===== src/rtl/painter_top.sv =====
`timescale 1ns/1ps
`default_nettype none
// ============================================================================
// Module   : painter_top
// Brief    : 640x480@60 VGA painter. Eight vertical colour bars with a
//            bouncing white square, 3-bit RGB plus active-low syncs.
//            Pixel rate is clk/2 via an internal toggle enable.
// Options  : `define BORDER_EN adds a one-pixel red frame around the
//            visible area (square > border > bars).
// Revision : 1.0 - initial release
// ============================================================================
module painter_top #(
   parameter int H_VIS   = 640,
   parameter int H_FP    = 16,
   parameter int H_SYNC  = 96,
   parameter int H_BP    = 48,
   parameter int V_VIS   = 480,
   parameter int V_FP    = 10,
   parameter int V_SYNC  = 2,
   parameter int V_BP    = 33,
   parameter int SQ_SIZE = 32
) (
   input  logic       clk,
   input  logic       reset,   // asynchronous, active low
   output logic [2:0] color,
   output logic       hsync,
   output logic       vsync
);

   // ------------------------------------------------------------------------
   // Derived timing constants (all counters are 10 bits wide)
   // ------------------------------------------------------------------------
   localparam int         c_H_TOTAL  = H_VIS + H_FP + H_SYNC + H_BP;
   localparam int         c_V_TOTAL  = V_VIS + V_FP + V_SYNC + V_BP;
   localparam int         c_BAR_W    = H_VIS / 8;
   localparam logic [9:0] c_H_MAX    = 10'(c_H_TOTAL - 1);
   localparam logic [9:0] c_V_MAX    = 10'(c_V_TOTAL - 1);
   localparam logic [9:0] c_H_VIS    = 10'(H_VIS);
   localparam logic [9:0] c_V_VIS    = 10'(V_VIS);
   localparam logic [9:0] c_HS_FIRST = 10'(H_VIS + H_FP);
   localparam logic [9:0] c_HS_LAST  = 10'(H_VIS + H_FP + H_SYNC - 1);
   localparam logic [9:0] c_VS_FIRST = 10'(V_VIS + V_FP);
   localparam logic [9:0] c_VS_LAST  = 10'(V_VIS + V_FP + V_SYNC - 1);
   localparam logic [9:0] c_SQ       = 10'(SQ_SIZE);
   localparam logic [9:0] c_X_MAX    = 10'(H_VIS - SQ_SIZE);
   localparam logic [9:0] c_Y_MAX    = 10'(V_VIS - SQ_SIZE);

   // ------------------------------------------------------------------------
   // State
   // ------------------------------------------------------------------------
   logic       pix_q,   pix_d;      // pixel enable toggle; high = pixel tick
   logic [9:0] h_q,     h_d;
   logic [9:0] v_q,     v_d;
   logic [9:0] sx_q,    sx_d;       // square top-left corner
   logic [9:0] sy_q,    sy_d;
   logic       dx_q,    dx_d;       // 1 = moving right, 0 = moving left
   logic       dy_q,    dy_d;       // 1 = moving down,  0 = moving up
   logic [2:0] color_q, color_d;
   logic       hsync_q, hsync_d;
   logic       vsync_q, vsync_d;

   // Combinational helpers
   logic       frame_end;
   logic       visible;
   logic       in_square;
   logic       on_border;
   logic [2:0] bar_idx;

   assign color = color_q;
   assign hsync = hsync_q;
   assign vsync = vsync_q;

   // Pixel enable and raster counters: h wraps each line, v steps on h wrap
   always_comb begin
      pix_d = ~pix_q;
      h_d   = h_q;
      v_d   = v_q;
      if (pix_q) begin
         if (h_q == c_H_MAX) begin
            h_d = '0;
            if (v_q == c_V_MAX) begin
               v_d = '0;
            end else begin
               v_d = v_q + 10'd1;
            end
         end else begin
            h_d = h_q + 10'd1;
         end
      end
   end

   // Last pixel tick of the frame: the square moves here so the new
   // position is in effect from the first pixel of the next frame
   assign frame_end = pix_q && (h_q == c_H_MAX) && (v_q == c_V_MAX);

   // Square motion: one pixel per frame per axis, reflecting at the edges
   always_comb begin
      sx_d = sx_q;
      sy_d = sy_q;
      dx_d = dx_q;
      dy_d = dy_q;
      if (frame_end) begin
         // X axis
         if (dx_q) begin
            if (sx_q == c_X_MAX) begin
               dx_d = 1'b0;
               sx_d = c_X_MAX - 10'd1;
            end else begin
               sx_d = sx_q + 10'd1;
            end
         end else begin
            if (sx_q == 10'd0) begin
               dx_d = 1'b1;
               sx_d = 10'd1;
            end else begin
               sx_d = sx_q - 10'd1;
            end
         end
         // Y axis
         if (dy_q) begin
            if (sy_q == c_Y_MAX) begin
               dy_d = 1'b0;
               sy_d = c_Y_MAX - 10'd1;
            end else begin
               sy_d = sy_q + 10'd1;
            end
         end else begin
            if (sy_q == 10'd0) begin
               dy_d = 1'b1;
               sy_d = 10'd1;
            end else begin
               sy_d = sy_q - 10'd1;
            end
         end
      end
   end

   // Bar index as a comparator chain against multiples of the bar width
   always_comb begin
      bar_idx = 3'd0;
      for (int k = 1; k < 8; k++) begin
         if (h_q >= 10'(k * c_BAR_W)) begin
            bar_idx = 3'(k);
         end
      end
   end

   assign visible   = (h_q < c_H_VIS) && (v_q < c_V_VIS);
   assign in_square = (h_q >= sx_q) && (h_q < sx_q + c_SQ) &&
                      (v_q >= sy_q) && (v_q < sy_q + c_SQ);
`ifdef BORDER_EN
   assign on_border = (h_q == 10'd0) || (h_q == c_H_VIS - 10'd1) ||
                      (v_q == 10'd0) || (v_q == c_V_VIS - 10'd1);
`else
   assign on_border = 1'b0;
`endif

   // Output pixel: colour priority and sync windows from the current h,v
   always_comb begin
      color_d = color_q;
      hsync_d = hsync_q;
      vsync_d = vsync_q;
      if (pix_q) begin
         if (!visible) begin
            color_d = 3'b000;
         end else if (in_square) begin
            color_d = 3'b111;
         end else if (on_border) begin
            color_d = 3'b100;
         end else begin
            color_d = bar_idx;
         end
         hsync_d = !((h_q >= c_HS_FIRST) && (h_q <= c_HS_LAST));
         vsync_d = !((v_q >= c_VS_FIRST) && (v_q <= c_VS_LAST));
      end
   end

   // State register with asynchronous active-low reset
   always_ff @(posedge clk or negedge reset) begin
      if (!reset) begin
         pix_q   <= 1'b0;
         h_q     <= '0;
         v_q     <= '0;
         sx_q    <= '0;
         sy_q    <= '0;
         dx_q    <= 1'b1;
         dy_q    <= 1'b1;
         color_q <= 3'b000;
         hsync_q <= 1'b1;
         vsync_q <= 1'b1;
      end else begin
         pix_q   <= pix_d;
         h_q     <= h_d;
         v_q     <= v_d;
         sx_q    <= sx_d;
         sy_q    <= sy_d;
         dx_q    <= dx_d;
         dy_q    <= dy_d;
         color_q <= color_d;
         hsync_q <= hsync_d;
         vsync_q <= vsync_d;
      end
   end

endmodule
`default_nettype wire


===== config.mk =====
export PLATFORM = sky130hd
export DESIGN_NAME = painter_top
export DESIGN_NICKNAME = d
export VERILOG_FILES = /design/src/rtl/painter_top.sv
export SDC_FILE = /design/constraint.sdc
export NUM_CORES = 1
export LEC_CHECK = 0
export CAP_MARGIN = 25
export CELL_PAD_IN_SITES_DETAIL_PLACEMENT = 1
export CELL_PAD_IN_SITES_GLOBAL_PLACEMENT = 1
export CORE_MARGIN = 10
export CORE_UTILIZATION = 44
export CTS_CLUSTER_DIAMETER = 50
export CTS_CLUSTER_SIZE = 40
export DETAILED_ROUTE_END_ITERATION = 8
export HOLD_SLACK_MARGIN = 0.05
export PLACE_DENSITY = 0.79
export SETUP_SLACK_MARGIN = 0.02
export SLEW_MARGIN = 10
export SYNTH_ARGS = -nofsm -noshare
export SYNTH_HDL_FRONTEND = slang
export SYNTH_SLANG_ARGS = --single-unit

===== constraint.sdc =====
create_clock -name clk -period 2.8 [get_ports clk]
set_input_delay 0.28 -clock clk [delete_from_list [all_inputs] [get_ports clk]]
set_output_delay 0.28 -clock clk [all_outputs]
set_load 0.02 [all_outputs]

==> impl_metrics.json <==
{
  "grt_overflow": 0,
  "fin_crit_sh_pct": 90.6,
  "syn_nets": 501,
  "cp.required_ps": 2990,
  "coreArea_um2": 8640,
  "power_leakage_nw": 1.78,
  "drive_gt1_share_pct": 8.39,
  "setup_tns_ps": 0,
  "synthFlopType": "dfrtp_1",
  "tightest_slew_ps": 746,
  "cts_buffer_depth": 2,
  "synth_edf_count": 0,
  "die_y_um": 114,
  "max_freq_ghz": 0.394,
  "firstDrtPassIters": 4,
  "antenna_cells": 0,
  "clk_pin_slew_ps": 100,
  "avgSynthCellArea_um2": 8.43,
  "grt_max_degree": 30,
  "syn_inst": 457,
  "wl_per_cell_um": 18.2,
  "r2r-end": "sx_q[7]$_DFFE_PN0P_",
  "crit_type": "flop to flop",
  "hold_path_class": "flop to flop",
  "slowest_stage": "or4b_1",
  "rr_worst_depth": 8,
  "regToRegSetupSlack_ps": 260,
  "row_count": 34,
  "rsz0062_at_grt": "false",
  "hp-start": "vsync$_DFFE_PN1P_",
  "htree_levels": 2,
  "ys_ff_latch": 48,
  "wl_um": 10400,
  "startpoint_type": "flop",
  "globalplace.congestion": 0.838,
  "drtIter0Drc": 105,
  "async_flop_share_pct": 100,
  "dpl.hpwl_um": 7730,
  "cts.sinks": 48,
  "clk_latency_ps": 310,
  "final_cell_count_no_fill": 573,
  "cts_tree": "yes",
  "slew_viol_final": 0,
  "cts_resized": 0,
  "vias": 3457,
  "setup_violations": 0,
  "syn_area_um2": 3850,
  "nets": 508,
  "finalHoldViolations": 0,
  "cp.arrival_ps": 2720,
  "max_stage_delay_ps": 570,
  "dpl.cell_count": 564,
  "die_area_um2": 12900,
  "critPathMaxFanout": 8,
  "antenna_found_initial": 0,
  "cp_top_family": "simple AND/OR/NAND/NOR gates",
  "port_buffers": 6,
  "dieWidth_um": 114,
  "start_util_pct": 44.6,
  "hold_depth": 2,
  "numCtsBuffers": 5,
  "synthToLayoutAreaGrowth_pct": 10.2,
  "yosysSeqAreaShare_pct": 31.3,
  "synth.yosys.warnings": 0,
  "skew_ps": 9.80,
  "slew_headroom_pct": 50.3,
  "cp_num_buf_inv": 1,
  "drc": 0,
  "peakVddDrop_uv": 216,
  "grt_pass1_vias": 3578,
  "grt_first_pass_wirelength_um": 17800,
  "holdPathEnd": "vsync$_DFFE_PN1P_",
  "ant_nets": 0,
  "post-cts-setup-buffer-count": 0,
  "postCtsHoldBufs": 1,
  "min_period_ps": 2540,
  "p_per_area_nw_per_um2": 335,
  "status": "completed",
  "synthDistinctLibCells": 62,
  "endpoint_kind": "flop",
  "io-pin-count": 7,
  "cts_root_buffer": "clkbuf_8",
  "max-cap-violations": 0,
  "r2r-start": "sx_q[0]$_DFFE_PN0P_",
  "avgViaCountPerCell": 6.03,
  "grt_usage_pct": 16.4,
  "path_cells": "inv_1 > ha_1 > or4b_1 > nor4_1 > a21o_1 > o22ai_1 > a21oi_1 > a31oi_1",
  "fin_total_pwr_mw": 1.42
}
## cell families after synthesis
kind of cell | after synthesis | synth area share (%)
and+or+nand+nor | 149 | 20.6
AOI/OAI and AO/OA | 133 | 22.2
buffers and inverters | 58 | 5.98
DFF | 48 | 31.3
adders and majority gates | 43 | 13.9
xor gates and xnor gates | 23 | 5.23
muxes | 3 | 0.780
## Yosys cell counts, types with 4 or more instances
cell | instances | area [µm²]
o211ai_1 | 4 | 30.0
dfrtp_1 | 44 | 1100
nor2_1 | 34 | 128
xnor2_1 | 15 | 131
a21o_1 | 5 | 37.5
and3_1 | 5 | 31.3
nand4_1 | 10 | 62.6
a31oi_1 | 7 | 43.8
o21ai_0 | 31 | 155
nor4_1 | 4 | 25.0
xor2_1 | 8 | 70.1
ha_1 | 42 | 526
nor3_1 | 12 | 60.1
nand2_1 | 32 | 120
nor2b_1 | 4 | 25.0
buf_2 | 4 | 20.0
clkbuf_1 | 18 | 67.6
o22ai_1 | 5 | 31.3
dfstp_2 | 4 | 105
nand3_1 | 16 | 80.1
a21oi_1 | 36 | 180
o31ai_1 | 6 | 45.0
or3_1 | 4 | 25.0
inv_1 | 33 | 124
or4_1 | 4 | 30.0
a211oi_1 | 11 | 82.6
## worst reg2reg max path: stages, from the launching register on
cell and delay [ps]:
dfrtp_1 470, inv_1 150, ha_1 210, or4b_1 570, nor4_1 480, a21o_1 240, o22ai_1 100, a21oi_1 140
a31oi_1 50
## how the worst max path moves through the flow
stage | end | cells past startpoint | slack (ps) | start
after floorplan | sy_q[7]$_DFFE_PN0P_ | 8 | 510 | sy_q[0]$_DFFE_PN0P_
after global placement | sx_q[7]$_DFFE_PN0P_ | 8 | 360 | sx_q[0]$_DFFE_PN0P_
after detailed placement | sx_q[7]$_DFFE_PN0P_ | 8 | 310 | sx_q[0]$_DFFE_PN0P_
after CTS | sx_q[7]$_DFFE_PN0P_ | 8 | 270 | sx_q[0]$_DFFE_PN0P_
after global routing | sx_q[7]$_DFFE_PN0P_ | 8 | 40 | sx_q[0]$_DFFE_PN0P_
final | sx_q[7]$_DFFE_PN0P_ | 8 | 260 | sx_q[0]$_DFFE_PN0P_
## layer usage
layer  up-vias  global-route usage [%]  wire (µm)
li1       1689                       -          -
met1      1725                    21.3       5000
met2        30                    27.8       5090
met3        13                    2.15        206
met4         0                    4.40        114
met5         -                       0          0
## flip-flops by register name (all words and copies together), names as in the netlist
name	flops
vsync	1
v_q	10
color	3
dx_q	1
dy_q	1
sx_q	10
sy_q	10
hsync	1
h_q	10
pix_q	1
## placed cells by master (no fill, tap or decap), drive strengths merged, types with 6 or more instances in the layout
master,count
a211oi,11
a21oi,36
a31oi,7
buf,17
dfrtp,44
ha,42
inv,34
nand2,32
nand3,16
nand4,11
nor2,34
nor3,12
o21ai,32
o31ai,7
or4,6
xnor2,15
xor2,8
## through the flow
stage | utilization (%) | hold slack, ps | area [µm²] | setup slack, ps
2_1_floorplan | - | -15.6 | 3850 | 508
3_3_place_gp | 47.2 | 372 | 4080 | 363
3_5_place_dp | 47.2 | 383 | 4080 | 306
4_1_cts | 49.2 | 505 | 4250 | 274
5_1_grt | 49.2 | 532 | 4250 | 37.6
6_report | 49.2 | 502 | 4250 | 264
## power breakdown
part | switching (mW) | total (mW) | internal [mW]
Sequential | 0 | 0.693 | 0.693
Combinational | 0.0150 | 0.0182 | 0.00321
Clock | 0.262 | 0.709 | 0.447
## final cells by class
type,count,area [µm²]
multi-input combinational,351,2420
tap,108,135
sequential,48,1210
fill,1019,4390
timing repair buffer,23,198
inverter,35,131
clock buffer,5,68.8
clock inverter,3,90.1
No activity file was read; power rests on OpenSTA's default activity.
